File: src/rtl/capa_pkg.sv
// Shared constants and helpers for the transaction-layer output word counters.
package capa_pkg;
  localparam int N_FIFOS = 4;
  localparam int CNT_W   = 5;
  localparam int IDX_W   = 3;
  localparam int INC_W   = 3;
  localparam logic [IDX_W-1:0] IDX_SUM = 3'd4;

  function automatic logic [INC_W-1:0] popcount(input logic [N_FIFOS-1:0] m);
    logic [INC_W-1:0] pc;
    pc = '0;
    for (int i = 0; i < N_FIFOS; i++) pc = pc + {{(INC_W-1){1'b0}}, m[i]};
    return pc;
  endfunction
endpackage

File: src/rtl/contador_inc.sv
// Single CNT_W-bit counter advancing by 0..4 per cycle.
// COUNTER_SATURATE_EN clamps at the maximum; otherwise the count wraps.
module contador_inc
  import capa_pkg::*;
(
  input  logic             clk,
  input  logic             reset,
  input  logic [INC_W-1:0] inc,
  output logic [CNT_W-1:0] cnt
);

`ifdef COUNTER_SATURATE_EN
  logic [CNT_W:0] sum;
  assign sum = {1'b0, cnt} + {{(CNT_W-2){1'b0}}, inc};

  always_ff @(posedge clk or negedge reset) begin
    if (!reset)       cnt <= '0;
    else if (sum[CNT_W]) cnt <= '1;
    else              cnt <= sum[CNT_W-1:0];
  end
`else
  always_ff @(posedge clk or negedge reset) begin
    if (!reset) cnt <= '0;
    else        cnt <= cnt + {{(CNT_W-INC_W){1'b0}}, inc};
  end
`endif

endmodule

File: src/rtl/contador_palabras.sv
// Pop counters for the four output FIFOs plus an aggregate, read back while idle.
// Optional COUNTER_SATURATE_EN makes all counters saturate instead of wrapping.
module contador_palabras
  import capa_pkg::*;
(
  input  logic               clk,
  input  logic               reset,
  input  logic [N_FIFOS-1:0] pop,
  input  logic [N_FIFOS-1:0] fifo_empty,
  input  logic               idle,
  input  logic               req,
  input  logic [IDX_W-1:0]   idx,
  output logic [CNT_W-1:0]   salida_contador,
  output logic               valid_contador
);

  logic [N_FIFOS-1:0]            vpop;
  logic [N_FIFOS:0][INC_W-1:0]   inc;
  logic [N_FIFOS:0][CNT_W-1:0]   cnt;
  logic                          rd_ok;
  logic [CNT_W-1:0]              rd_sel;

  assign vpop = pop & ~fifo_empty;

  // Lanes 0..N_FIFOS-1 count their own FIFO; the last lane takes the popcount.
  genvar g;
  generate
    for (g = 0; g < N_FIFOS; g++) begin : g_lane
      assign inc[g] = {{(INC_W-1){1'b0}}, vpop[g]};
    end
  endgenerate
  assign inc[N_FIFOS] = popcount(vpop);

  contador_inc u_cnt [N_FIFOS:0] (
    .clk   (clk),
    .reset (reset),
    .inc   (inc),
    .cnt   (cnt)
  );

  assign rd_ok = req & idle & (idx <= IDX_SUM);

  always_comb begin
    rd_sel = '0;
    for (int i = 0; i <= N_FIFOS; i++)
      if (idx == i[IDX_W-1:0]) rd_sel = cnt[i];
  end

  // Reads capture the pre-increment count; unserviced cycles return zero.
  always_ff @(posedge clk or negedge reset) begin
    if (!reset) begin
      salida_contador <= '0;
      valid_contador  <= 1'b0;
    end else begin
      salida_contador <= rd_ok ? rd_sel : '0;
      valid_contador  <= rd_ok;
    end
  end

endmodule

File: config.mk
export PLATFORM = sky130hd
export DESIGN_NAME = contador_palabras
export DESIGN_NICKNAME = d
export VERILOG_FILES = /design/src/rtl/capa_pkg.sv /design/src/rtl/contador_inc.sv /design/src/rtl/contador_palabras.sv
export SDC_FILE = /design/constraint.sdc
export NUM_CORES = 1
export LEC_CHECK = 0
export ABC_CLOCK_PERIOD_IN_PS = 4300
export CORE_MARGIN = 2
export CORE_UTILIZATION = 30
export CTS_CLUSTER_SIZE = 8
export DETAILED_ROUTE_END_ITERATION = 8
export SYNTH_ARGS = -nofsm -noshare
export SYNTH_HDL_FRONTEND = slang
export SYNTH_SLANG_ARGS = --single-unit
File: constraint.sdc
create_clock -name clk -period 4.3 [get_ports clk]
set_clock_uncertainty 0.1 [all_clocks]
set_input_delay 0.86 -clock clk [delete_from_list [all_inputs] [get_ports clk]]
set_output_delay 0.86 -clock clk [all_outputs]
set_load 0.005 [all_outputs]
# Yosys cells after proc, flatten, opt, wreduce, memory -nomap -nowiden
# Cells that the tools add are included.
word_totals:
  inputBits: 15
  word_cells: 31
  regBits: 31
  out_inout_bits: 6
classes:
  n_mux: 6
  bitwise_logic: 4
  n_reduce_logical: 1
  eq_ne: 4
  n_addsub: 8
  magnitude_cmp: 1
ops:
  columns: ["op", "count"]
  rows:
  - ["5-bit 2-to-1 mux", 6]
  - ["5-bit by 1-bit adder with 5-bit output", 4]
  - ["3-bit by 2-bit == test with 1-bit output (second input constant)", 2]
  - ["5-bit by 3-bit adder with 5-bit output", 1]
  - ["4-bit AND", 1]
  - ["4-bit inverter", 1]
  - ["2-bit by 1-bit adder with 3-bit output", 1]
  - ["3-bit by 1-bit adder with 3-bit output", 1]
  - ["3-bit by 1-bit == test with 1-bit output (second input constant)", 1]
  - ["3-bit == test (second input constant)", 1]
  - ["3-bit less-or-equal comparator (second input constant)", 1]
  - ["3-bit logical NOT", 1]
  - ["1-bit by 1-bit adder with 2-bit output", 1]
  - ["1-bit AND", 2]

# Logic depth before layout (Yosys ltp)
depth:
  depth_word: 7
  ltp_mapped: 8
  ltp_nobuf: 8

# Hierarchy
# From an unflattened synthesis, not the netlist that was laid out.
unflattened:
  cells_unflattened: 159
  area_unflattened_um2: 1825.5
by_module_without_submodules:
  columns: ["module", "area_each_um2", "cells_each", "seq_area_each_um2", "instances"]
  rows:
  - ["contador_inc", 262.8, 20, 125.1, 5]
  - ["contador_palabras", 511.7, 59, 150.1, 1]

# Least setup slack after synthesis
# Ideal clock, no wire load.
synth_timing:
  path_type: "input to register"
  startpoint: "input port fifo_empty[0]"
  endpoint: "register u_cnt[4].cnt[1]"
  required_time_ns: 4.064
  setup_ns: 0.136
  cell_stages: 5
  path_buffers: 0
  path_slack_ns: 1.674
  t_arrival_ns: 2.390
  path_cell_list: "nand2b_1 -> fa_1 -> fa_1 -> inv_1 -> fa_1"
synth_via:
  elab_chain_cells: 6
synth_rtl:
  columns: ["item", "line_no", "text"]
  rows:
  - ["start, declared", "contador_palabras.sv:9", "input logic [N_FIFOS-1:0] fifo_empty,"]
  - ["4-bit inverter", "contador_palabras.sv:23", "assign vpop = pop & ~fifo_empty;"]
  - ["4-bit AND", "contador_palabras.sv:23", null]
  - ["1-bit by 1-bit adder with 2-bit output", "capa_pkg.sv:12", "for (int i = 0; i < N_FIFOS; i++) pc = pc + {{(INC_W-1){1'b0}}, m[i]};"]
  - ["2-bit by 1-bit adder with 3-bit output", "capa_pkg.sv:12", null]
  - ["3-bit by 1-bit adder with 3-bit output", "capa_pkg.sv:12", null]
  - ["5-bit by 3-bit adder with 5-bit output", "contador_inc.sv:24", "else cnt <= cnt + {{(CNT_W-INC_W){1'b0}}, inc};"]
  - ["end signal, assigned", "contador_inc.sv:24", null]
  - ["end, declared", "contador_inc.sv:9", "output logic [CNT_W-1:0] cnt"]
# No other way between the ends.

# Worst setup path after layout
layout_timing:
  startpoint: "input port pop[3]"
  endpoint: "register u_cnt[4].cnt[4]"
layout_via:
  elab_chain_cells: 3
layout_rtl:
  columns: ["item", "line_no", "text"]
  rows:
  - ["start, declared", "contador_palabras.sv:8", "input logic [N_FIFOS-1:0] pop,"]
  - ["4-bit AND", "contador_palabras.sv:23", null]
  - ["3-bit by 1-bit adder with 3-bit output", "capa_pkg.sv:12", null]
  - ["5-bit by 3-bit adder with 5-bit output", "contador_inc.sv:24", null]
# No other way between the ends.

==> metrics.yaml <==
setup_viol: 0
grt_max_degree: 32
rsz0062_at_grt: "no"
dp_hpwl_microns: 1980
die_height_microns: 73.8
synthTopCellsByCount: "dfrtp_1 (31), nor2_1 (11), xnor2_1 (10), ha_1 (9), nand3_1 (9)"
synth-compound-area-share: 0.0746
yosys.area_share.simple: 0.112
fin_nets: 173
ir_drop_uv: 137
start_util: 0.309
leakagePower_uw: 0.000804
rr_worst_depth: 6
grt_overflow_total: 0
ant_nets: 0
synth_xor_area_frac: 0.0900
fill_cells: 447
cts_num_sinks: 31
root_buffer: "clkbuf_8"
r2r-start: "u_cnt[4].cnt[0]"
synth_edf_count: 0
grt_pass1_wl_microns: 4180
first_iter_violations: 80
grt_usage: 0.107
dpl_cell_area_sq_um: 1720
syn_area_sq_um: 1460
dieWidth_microns: 73.8
synth_flop_cell: "dfrtp_1"
hold_class: "flip-flop to flip-flop"
fmax_ghz: 0.345
ys_warn_count: 0
cts_tree: "built"
antenna_found_initial: 0
synth_seq_cells: 31
antenna_cells: 0
syn2layout_area_growth_pct: 23.1
ys_top_cells_by_area: "dfrtp_1 (53%), ha_1 (7.7%), xnor2_1 (6.0%)"
drv_cap: 0
gp_congestion: 0.712
post-place-ws_ns: 1.11
power_density_nw_per_um2: 530
rr_endpoint: "u_cnt[4].cnt[4]"
vias_per_cell: 4.30
die_area_sq_um: 5440
postCtsHoldBufs: 0
status: "finished clean"
crit_path_cell_trace: "clkdlybuf4s50_1 -> nor2b_1 -> inv_1 -> fa_1 -> fa_1 -> inv_1 -> fa_1 -> nand3_1 -> xnor2_1"
dp_cells: 206
cp.arrival_ns: 2.96
wl_microns: 2480
yosys.area.top_type_share: 0.531
synth_most_common_cell: "dfrtp_1"
wl_per_cell_microns: 11.7
r2r_slack_ns: 2.73
first_global_vias: 914
core-area_sq_um: 4720
timing.final.ws_setup_ns: 1.40
num_vias: 911
synthAdderAreaFrac: 0.118
critical_path_class: "primary input to flip-flop"
critPathLaunch: "pop[3]"
synthCells: 121
setup_tns_ns: 0
critPathMostFrequentCell: "fa_1"
syn_area_per_cell_sq_um: 12.1
slew_violations: 0
cts.path.max_buffers: 2
cts_resized: 0
pin_count: 21
slowest_stage: "clkdlybuf4s50_1"
holdPathStages: 1
fin_crit_sh: 0.674
yosysSeqAreaShare: 0.531
cp_data_required_time_ns: 4.36
ys_types: 20
worst_skew_pair.late_latency_ns: 0.28
hold_viol_final: 0
dr.pass1.iters: 3
path_clk_slew_ns: 0.06
drcViolationCount: 0
instances_no_fill: 212
drive_gt1_frac: 0.0483
fp-row-count: 25
critPathMaxStageDelay_ns: 0.45
relSlewSlack: 0.665
tightest_slew_ns: 0.501
cp-end-kind: "flip-flop"
numCtsBuffers: 5
synth.largest_area_cell: "dfrtp_1"
fin_area_sq_um: 1800
htreeDepth: 2
io_buffers: 20
synth_nets: 148
synthArstFlopShare: 1.00
synth_top_family_by_area: "adder cells"
critPathCapture: "u_cnt[4].cnt[4]"
finalCriticalPeriod_ns: 2.90
synthMuxAreaShare: 0.0343
crit_fanout: 2
post_cts_buffers: 0
cp-start-kind: "primary input"
hold-worst-slack_ns: 0.373
power by group:
| group | switching (uW) | internal (uW) | total (uW) |
|---|---|---|---|
| Sequential | 112 | 417 | 529 |
| Clock | 92.5 | 107 | 200 |
| Combinational | 99.8 | 124 | 224 |
| Total | 304 | 648 | 952 |
worst min path at each step:
stage,to,startpoint,slack [ns]
floorplan,u_cnt[1].cnt[4],u_cnt[1].cnt[4],0.34
global placement,u_cnt[3].cnt[4],u_cnt[3].cnt[4],0.37
detailed placement,u_cnt[3].cnt[4],u_cnt[3].cnt[4],0.37
CTS,u_cnt[3].cnt[4],u_cnt[3].cnt[4],0.38
global route,u_cnt[1].cnt[4],u_cnt[1].cnt[4],0.39
finish,u_cnt[3].cnt[4],u_cnt[3].cnt[4],0.37
registers in the layout, summed over array words and instances (netlist names):
| signal | cells |
|---|---|
| u_cnt.cnt | 25 |
| salida_contador | 5 |
| valid_contador | 1 |
placed cells by master, fill, tap and decap left out, types with 3 or more instances in the layout:
cell	Yosys	final
nor2b_1	3	3
mux2i_1	5	5
nor2_1	11	11
xnor2_1	10	10
nand3_1	9	9
dfrtp_1	31	31
fa_1	3	3
inv_1	8	8
ha_1	9	9
o22ai_1	5	5
o221a_1	5	5
clkdlybuf4s50_1	0	20
nand2_1	7	7
xor2_1	5	5
clkbuf_8	0	5
metal layers:
layer	part of all wire	track usage	routed length, microns	vias up
li1	-	-	-	453
met1	0.44	0.124	1100	432
met2	0.48	0.165	1200	19
met3	0.048	0.0453	119	7
met4	0.025	0.0606	62	0
met5	0	0	0	-
stage by stage:
stage | utilization | total power, uW
after floorplan | - | 670
after global placement | 0.365 | 743
after detailed placement | 0.365 | 766
after CTS | 0.380 | 971
after global routing | 0.380 | 1030
final | 0.380 | 952
layout make-up:
type                            instances  area (sq um)  area share
Sequential cell                        31           776       0.432
Tap cell                               67          83.8      0.0467
Multi-Input combinational cell         79           627       0.349
Timing Repair Buffer                   21           208       0.116
Inverter                                8          30.0      0.0167
Clock buffer                            6          72.6      0.0404
kinds of logic after synthesis:
family / Yosys count
fa+ha+maj: 12
xor+xnor: 15
simple gates: 35
flops: 31
buf+inv: 11
compound gates: 12
mux: 5
critical path, delay by kind of cell:
family,cells,cell delay (ns)
adder cells (fa/ha/maj),3,1.08
buffers and inverters,3,0.60
AND/OR/NAND/NOR,2,0.28
XOR/XNOR,1,0.13
Note: power is estimated with default switching activity, not from simulation.
